==> config.mk <==
export PLATFORM = sky130hd
export DESIGN_NAME = srl_share_ctrl
export DESIGN_NICKNAME = d
export VERILOG_FILES = /design/src/rtl/srl_pkg.sv /design/src/rtl/srl_core.sv /design/src/rtl/srl_share_ctrl.sv
export SDC_FILE = /design/constraint.sdc
export NUM_CORES = 1
export LEC_CHECK = 0
export CAP_MARGIN = 20
export CORE_MARGIN = 2
export CORE_UTILIZATION = 40
export CTS_BUF_LIST = sky130_fd_sc_hd__clkbuf_8 sky130_fd_sc_hd__clkbuf_16
export DETAILED_ROUTE_END_ITERATION = 10
export PLACE_DENSITY = 0.87
export SYNTH_ARGS = -nofsm -noshare
export SYNTH_HDL_FRONTEND = slang
export SYNTH_SLANG_ARGS = --single-unit
==> constraint.sdc <==
create_clock -name clock -period 2.45 [get_ports clock]
set_input_delay 0.245 -clock clock [delete_from_list [all_inputs] [get_ports clock]]
set_output_delay 0.245 -clock clock [all_outputs]
set_load 0.05 [all_outputs]
==> src/rtl/srl_pkg.sv <==
// Shared types, widths and the reference shift rule for the shared SRL datapath.
package srl_pkg;

  localparam int DATA_W  = 32;
  localparam int SHAMT_W = $clog2(DATA_W);

  typedef enum logic {SLOT_EMPTY, SLOT_FULL} slot_e;
  typedef enum logic {OWN_P0, OWN_P1} owner_e;

  // Any shift amount at or beyond the word width clears the result.
  function automatic logic [DATA_W-1:0] srl_f(input logic [DATA_W-1:0] a,
                                               input logic [DATA_W-1:0] b);
    if (|b[DATA_W-1:SHAMT_W]) return '0;
    return a >> b[SHAMT_W-1:0];
  endfunction

endpackage

==> src/rtl/srl_core.sv <==
// Combinational logical shift right with all-bits-lost flag.
// Optional sticky output (OR of shifted-out bits) when SRL_STICKY_EN is defined.
module srl_core #(
  parameter int DATA_W = 32
) (
  input  logic [DATA_W-1:0] a,
  input  logic [DATA_W-1:0] b,
  output logic [DATA_W-1:0] data,
  output logic              flag
`ifdef SRL_STICKY_EN
  ,
  output logic              sticky
`endif
);

  localparam int SH_W = $clog2(DATA_W);

  logic over;

  assign over = |b[DATA_W-1:SH_W];
  assign data = over ? '0 : (a >> b[SH_W-1:0]);
  assign flag = (a != '0) && (data == '0);

`ifdef SRL_STICKY_EN
  logic [DATA_W-1:0] lost_mask;

  // Mask of the low b bits, i.e. the ones that fall off the right end.
  assign lost_mask = ~({DATA_W{1'b1}} << b[SH_W-1:0]);
  assign sticky    = over ? (a != '0) : (|(a & lost_mask));
`endif

endmodule

==> src/rtl/srl_share_ctrl.sv <==
// Two-port arbiter sharing one srl_core, with a 1-entry registered response slot.
// SRL_STICKY_EN adds rsp0_sticky/rsp1_sticky outputs for fadd rounding.
module srl_share_ctrl #(
  parameter int DATA_W     = 32,
  parameter int TAG_W      = 4,
  parameter bit FIXED_PRIO = 1'b0
) (
  input  logic              clock,
  input  logic              reset,
  input  logic              req0_valid,
  output logic              req0_ready,
  input  logic [DATA_W-1:0] req0_a,
  input  logic [DATA_W-1:0] req0_b,
  input  logic [TAG_W-1:0]  req0_tag,
  input  logic              req1_valid,
  output logic              req1_ready,
  input  logic [DATA_W-1:0] req1_a,
  input  logic [DATA_W-1:0] req1_b,
  input  logic [TAG_W-1:0]  req1_tag,
  output logic              rsp0_valid,
  input  logic              rsp0_ready,
  output logic [DATA_W-1:0] rsp0_data,
  output logic              rsp0_flag,
  output logic [TAG_W-1:0]  rsp0_tag,
  output logic              rsp1_valid,
  input  logic              rsp1_ready,
  output logic [DATA_W-1:0] rsp1_data,
  output logic              rsp1_flag,
  output logic [TAG_W-1:0]  rsp1_tag,
`ifdef SRL_STICKY_EN
  output logic              rsp0_sticky,
  output logic              rsp1_sticky,
`endif
  output logic              busy,
  output logic [15:0]       conflict_cnt
);

  import srl_pkg::*;

  slot_e             state_q, state_d;
  owner_e            owner_q;
  logic [DATA_W-1:0] data_q;
  logic              flag_q;
  logic [TAG_W-1:0]  tag_q;
  logic              rr_ptr;

  logic              sel1, gnt0, gnt1, drain, slot_free, accept;
  logic [DATA_W-1:0] mux_a, mux_b, core_data;
  logic [TAG_W-1:0]  mux_tag;
  logic              core_flag;

  assign busy       = (state_q == SLOT_FULL);
  assign rsp0_valid = busy && (owner_q == OWN_P0);
  assign rsp1_valid = busy && (owner_q == OWN_P1);
  assign drain      = (rsp0_valid && rsp0_ready) || (rsp1_valid && rsp1_ready);
  assign slot_free  = !busy || drain;

  assign sel1       = FIXED_PRIO ? 1'b1 : rr_ptr;
  assign gnt1       = req1_valid && (!req0_valid || sel1);
  assign gnt0       = req0_valid && !gnt1;
  assign req0_ready = gnt0 && slot_free;
  assign req1_ready = gnt1 && slot_free;
  assign accept     = req0_ready || req1_ready;

  assign mux_a   = gnt1 ? req1_a   : req0_a;
  assign mux_b   = gnt1 ? req1_b   : req0_b;
  assign mux_tag = gnt1 ? req1_tag : req0_tag;

`ifdef SRL_STICKY_EN
  logic core_sticky, sticky_q;
  srl_core #(.DATA_W(DATA_W)) u_core (
    .a(mux_a), .b(mux_b), .data(core_data), .flag(core_flag), .sticky(core_sticky)
  );
  assign rsp0_sticky = sticky_q;
  assign rsp1_sticky = sticky_q;
`else
  srl_core #(.DATA_W(DATA_W)) u_core (
    .a(mux_a), .b(mux_b), .data(core_data), .flag(core_flag)
  );
`endif

  assign rsp0_data = data_q;
  assign rsp1_data = data_q;
  assign rsp0_flag = flag_q;
  assign rsp1_flag = flag_q;
  assign rsp0_tag  = tag_q;
  assign rsp1_tag  = tag_q;

  always_comb begin
    state_d = state_q;
    case (state_q)
      SLOT_EMPTY: if (accept) state_d = SLOT_FULL;
      SLOT_FULL:  if (drain && !accept) state_d = SLOT_EMPTY;
      default:    state_d = SLOT_EMPTY;
    endcase
  end

  always_ff @(posedge clock or posedge reset) begin
    if (reset) state_q <= SLOT_EMPTY;
    else       state_q <= state_d;
  end

  // Slot payload is cleared on reset so the response buses read zero when idle.
  always_ff @(posedge clock or posedge reset) begin
    if (reset) begin
      owner_q  <= OWN_P0;
      data_q   <= '0;
      flag_q   <= 1'b0;
      tag_q    <= '0;
`ifdef SRL_STICKY_EN
      sticky_q <= 1'b0;
`endif
    end else if (accept) begin
      owner_q  <= gnt1 ? OWN_P1 : OWN_P0;
      data_q   <= core_data;
      flag_q   <= core_flag;
      tag_q    <= mux_tag;
`ifdef SRL_STICKY_EN
      sticky_q <= core_sticky;
`endif
    end
  end

  always_ff @(posedge clock or posedge reset) begin
    if (reset) begin
      rr_ptr       <= 1'b0;
      conflict_cnt <= '0;
    end else begin
      if (accept) rr_ptr <= !gnt1;
      if (req0_valid && req1_valid && (conflict_cnt != 16'hFFFF))
        conflict_cnt <= conflict_cnt + 16'd1;
    end
  end

endmodule

# Yosys cells after proc, flatten, opt, wreduce, memory -nomap -nowiden
# Cells that the tools add are included.
[op_classes]
addsub = 1
reduce_logical = 23
mux = 8
shifts = 1
n_bitwise = 2
eq_ne = 1
[op_table]
columns = ["cell", "n"]
rows = [
  ["two-way mux 32 bit", 3],
  ["zero test 32 bit", 1],
  ["nonzero test 32 bit", 1],
  ["right shift 32 x 5 -> 32 bit", 1],
  ["OR reduction 27 bit", 1],
  ["adder 16 x 1 -> 16 bit, second input constant", 1],
  ["!= test 16 bit, second input constant", 1],
  ["logical AND 1 bit", 12],
  ["zero test 1 bit", 4],
  ["logical OR 1 bit", 4],
  ["two-way mux 4 bit", 1],
  ["two-way mux 1 bit", 3],
  ["inverter 1 bit", 2],
  ["one-hot mux 1 bit (2 select lines)", 1],
]
[totals]
inputBits = 142
output_inout_bits = 95
register_bits = 56
word_cells = 43

# Longest topological paths before layout
[logic_depth]
depth_word = 11
depth_mapped = 14
depth_no_buf = 9

# Cells and area by module
# From an unflattened synthesis, not the netlist that was laid out.
[unflattened]
hier_cells = 535
area_unflattened_um2 = 5495.3
[modules_own_cells]
columns = ["mod", "cells_each", "n_inst", "seq_area_each_um2", "area_each_um2"]
rows = [
  ["srl_share_ctrl", 286, 1, 1401.3, 3434.5],
  ["srl_core", 249, 1, 0.0, 2060.7],
]

# Least setup slack after synthesis
# Ideal clock, no wire load.
[synth_path]
path_kind = "register to register"
startpoint = "register rr_ptr"
endpoint = "register flag_q, in the netlist rsp0_flag"
n_path_buf = 0
t_required_ns = 2.328
t_arrival_ns = 2.373
synth_period_minus_slack_ns = 2.495
path_stages_with_launch = 10
setup_time_ns = 0.122
setup_slack_ns = -0.045
cell_sequence = "dfrtp_1 -> nand2b_4 -> and3_1 -> a21oi_1 -> mux4_2 -> a211o_1 -> a221oi_1 -> a2111oi_0 -> nand4_1 -> o21ai_1"
[synth_via]
elab_chain_len = 7
elab_cells_between_ends = 15
classes_between = "shift: 1; mux: 3; reduce/logical: 11"
[synth_rtl]
columns = ["element", "line", "text"]
rows = [
  ["start, declared", "srl_share_ctrl.sv:45", "logic rr_ptr;"],
  ["start signal, assigned", "srl_share_ctrl.sv:129", "if (accept) rr_ptr <= !gnt1;"],
  ["logical OR 1 bit *", "srl_share_ctrl.sv:59", "assign gnt1 = req1_valid && (!req0_valid || sel1);"],
  ["logical AND 1 bit *", "srl_share_ctrl.sv:59", ""],
  ["two-way mux 32 bit, on equally long branches", "srl_share_ctrl.sv:65, srl_share_ctrl.sv:66", ""],
  ["right shift 32 x 5 -> 32 bit / OR reduction 27 bit (equally long branches)", "srl_core.sv:21, srl_core.sv:20", ""],
  ["two-way mux 32 bit", "srl_core.sv:21", "assign data = over ? '0 : (a >> b[SH_W-1:0]);"],
  ["zero test 32 bit", "srl_core.sv:22", "assign flag = (a != '0) && (data == '0);"],
  ["logical AND 1 bit", "srl_core.sv:22", ""],
  ["end signal, assigned", "srl_share_ctrl.sv:116", "flag_q <= core_flag;"],
  ["end, declared", "srl_share_ctrl.sv:43", "logic flag_q;"],
]
# Every way passes the cells marked *; elsewhere a longest branch is shown, timed or not.
# A chain may end at the register's enable or synchronous reset.

# Worst setup path in the final report
# Same ends and word-level chain as after synthesis.

==> results.toml <==
[route]
drt-total-wl_um = 25600
ant_nets = 0
routed-via-count = 7590
drt-vias-per-instance = 5.87
firstDrtPassIters = 5
drcViolationCount = 0
dr.first_iter.drc_count = 610
wl_per_cell_um = 19.8

[cts]
cts_sinks = 56
clockBufferDepth = 2
cts-root-buf = "clkbuf_16"
cts_max_level = 2
clkLatencyLatePin_ps = 300
cts_tree = "built"
clk_pin_slew_ps = 70
numCtsBuffers = 5
cts-hold-fix-buffers = 0

[place]
dp_hpwl_um = 20100
numPortBuffers = 236
preCtsSetupSlack_ps = -852
place_congestion = 1.00
post_dp_cell_area_mm2 = 0.00938
place_inst = 1251

[yosys]
yosysSeqAreaShare = 0.244
synthTopCellsByArea = "dfrtp_1 (24%), mux2i_1 (13%), o21ai_0 (6.4%), nand2_1 (6.3%), buf_4 (5.4%)"
synth_ff_type = "dfrtp_1"
syn_area_mm2 = 0.00575
synth-edff-count = 0
yosys.area_share.simple = 0.249
syn_inst = 722
synthAdderAreaFrac = 0.00217
synth_top_cell_area_share = 0.244
synth_cell_types = 66
ys_seq_elements = 56
synthXorXnorAreaFrac = 0.0228
synth_top_family_by_area = "simple AND/OR/NAND/NOR gates"
synth_area_leader_cell = "dfrtp_1"
yosys_warnings = 0
synth_mux_area_frac = 0.172
avgSynthCellArea_um2 = 7.97
async_flop_share = 1.00
synth_nets = 865
synth_compound_area_frac = 0.211

[power]
irDropWorstVdd_mv = 0.319
p_leak_nw = 4.39
pwr_density_cell_mw_per_mm2 = 569
p_total_mw = 5.95

[cells_and_area]
nets = 1254
finalInstanceArea_mm2 = 0.0104
syn_to_final_growth_pct = 81.6
seq_area_mm2 = 0.00140
fin_util = 0.747
multiInputGateArea_mm2 = 0.00436
stdcell_count = 1293
final_layout_size_suffix_gt1_frac = 0.320
nFillCells = 1013

[worst_setup_path]
timing.critical_path.buf_inv = 3
cp-startpoint = "rr_ptr"
cp_cell_sequence = "nand2b_4 -> buf_4 -> nand3_2 -> buf_6 -> nand4_1 -> o21ai_0 -> a222oi_1 -> buf_4 -> nand4_1 -> nor4_4 -> o2111ai_2 -> o21ai_1"
cp_top_family = "simple AND/OR/NAND/NOR gates"
cp_slowest_stage_delay_ps = 400
worst_setup_path_end_kind = "register"
reg2reg_from = "rr_ptr"
crit_slowest_cell = "dfrtp_1"
r2r-end = "rsp0_flag"
reg2reg_depth = 12
cp.required_ps = 2670
crit_type = "reg -> reg"
worstPathMaxFanout = 10
arrival_ps = 3030
critPathLaunchType = "register"
r2r_slack_ps = -360

[floorplan]
boundaryPins = 237
die-area_mm2 = 0.0154
die_height_um = 124
initial_core_util = 0.411
die_w_um = 124
rows = 43
core_mm2 = 0.0140

[sta]
rsz0062_at_grt = "true"
setup_viol = 10
max_slew_margin = 0.606
whs_ps = 330
tightestPinTransition_ps = 590
timing.final.crit_share = 1.15
min_period_ps = 2810
setup-tns-final_ps = -1190
layout_setup_ws_ps = -359
clock_skew_ps = 8.45
maxSlewViolCount = 0
fmax_mhz = 356
hold_violations = 0

[global_routing]
grt_usage = 0.319
antenna_found_initial = 0
grt_pass1_vias = 7404
grt_pass1_wl_um = 38000
grt_max_degree = 38
grt-ovfl-total = 0

[hold_path]
min_path_type = "in -> async"

[run_status]
status = "finished with violations"
violations = "setup timing"

[flow_run]
max_cap_violations = 0
==> worst max path at each step <==
stage | endpoint | slack [ps] | cells past startpoint
finish | rsp0_flag | -360 | 12
global route | rsp0_flag | -420 | 12
CTS | rsp0_flag | -210 | 14
floorplan | rsp0_flag | 30 | 10
detailed placement | rsp0_flag | -850 | 11
global placement | rsp0_flag | -810 | 11
==> Yosys cell counts (all sizes together) (3+ instances only) <==
| library cell | n |
|---|---|
| a2111oi | 3 |
| a211oi | 6 |
| a21oi | 12 |
| a221oi | 7 |
| a311oi | 6 |
| a31o | 3 |
| a31oi | 7 |
| and2 | 13 |
| and3 | 7 |
| buf | 73 |
| clkbuf | 15 |
| dfrtp | 56 |
| inv | 4 |
| mux2 | 11 |
| mux2i | 75 |
| mux4 | 5 |
| nand2 | 97 |
| nand3 | 40 |
| nand3b | 5 |
| nand4 | 28 |
| nor2 | 41 |
| nor2b | 3 |
| nor3 | 7 |
| nor4 | 31 |
| o211ai | 28 |
| o21ai | 80 |
| o221ai | 4 |
| o22ai | 3 |
| o31ai | 3 |
| o32ai | 3 |
| or3 | 4 |
| or4 | 4 |
| xnor2 | 11 |
| xor2 | 4 |
==> layout make-up <==
type / count / area share
diodes: 1 / 0.000239
clock buffers: 5 / 0.0120
clock inverters: 3 / 0.00192
inverters: 4 / 0.00168
well taps: 180 / 0.0216
flip-flops and latches: 56 / 0.134
repair buffers: 470 / 0.411
multi-input cells: 574 / 0.418
==> sequential cells by signal (all words and copies together) (netlist names) <==
signal        cells
busy              1
rsp0_tag          4
rsp0_data        32
rr_ptr            1
owner_q           1
conflict_cnt     16
rsp0_flag         1
==> cell families after synthesis <==
group | after synthesis
adder cells (fa/ha/maj) | 1
XOR/XNOR | 15
AO/OA/AOI/OAI | 183
AND/OR/NAND/NOR | 284
flip-flops | 56
buffers and inverters | 92
multiplexers | 91
==> cell usage in the layout (no fill, tap or decap), types with 9 or more instances in the layout <==
| master | n |
|---|---|
| buf_4 | 208 |
| o21ai_2 | 10 |
| mux2_2 | 11 |
| o21ai_1 | 26 |
| nor2_1 | 32 |
| dfrtp_1 | 56 |
| nand3_1 | 34 |
| buf_12 | 9 |
| xnor2_1 | 11 |
| clkdlybuf4s50_1 | 229 |
| o21ai_0 | 43 |
| nand2_1 | 88 |
| nand4_1 | 28 |
| and2_1 | 10 |
| nor4_1 | 27 |
| mux2i_1 | 72 |
| buf_6 | 16 |
| o211ai_1 | 28 |
==> report_power, final <==
part	switching, mW	internal, mW	leakage [nW]
clock	0.329	0.378	0.0712
combinational	2.24	1.87	3.57
sequential	0.111	1.02	0.748
==> layer usage <==
layer,vias to the layer above,GRT usage,part of all wire
met3,78,0.0595,0.079
met2,444,0.544,0.49
met4,0,0.121,0.038
met1,3578,0.400,0.39
met5,-,0,0
li1,3490,-,-
==> what timing repair did <==
action                                  CTS  global route
pin swaps                                13            28
setup buffers                            20            14
endpoints found under the setup margin   32            30
endpoints found under the hold margin     0             0
resized for setup                        75            87
cloned                                    1             0
Power figures use the tool's default switching activity.
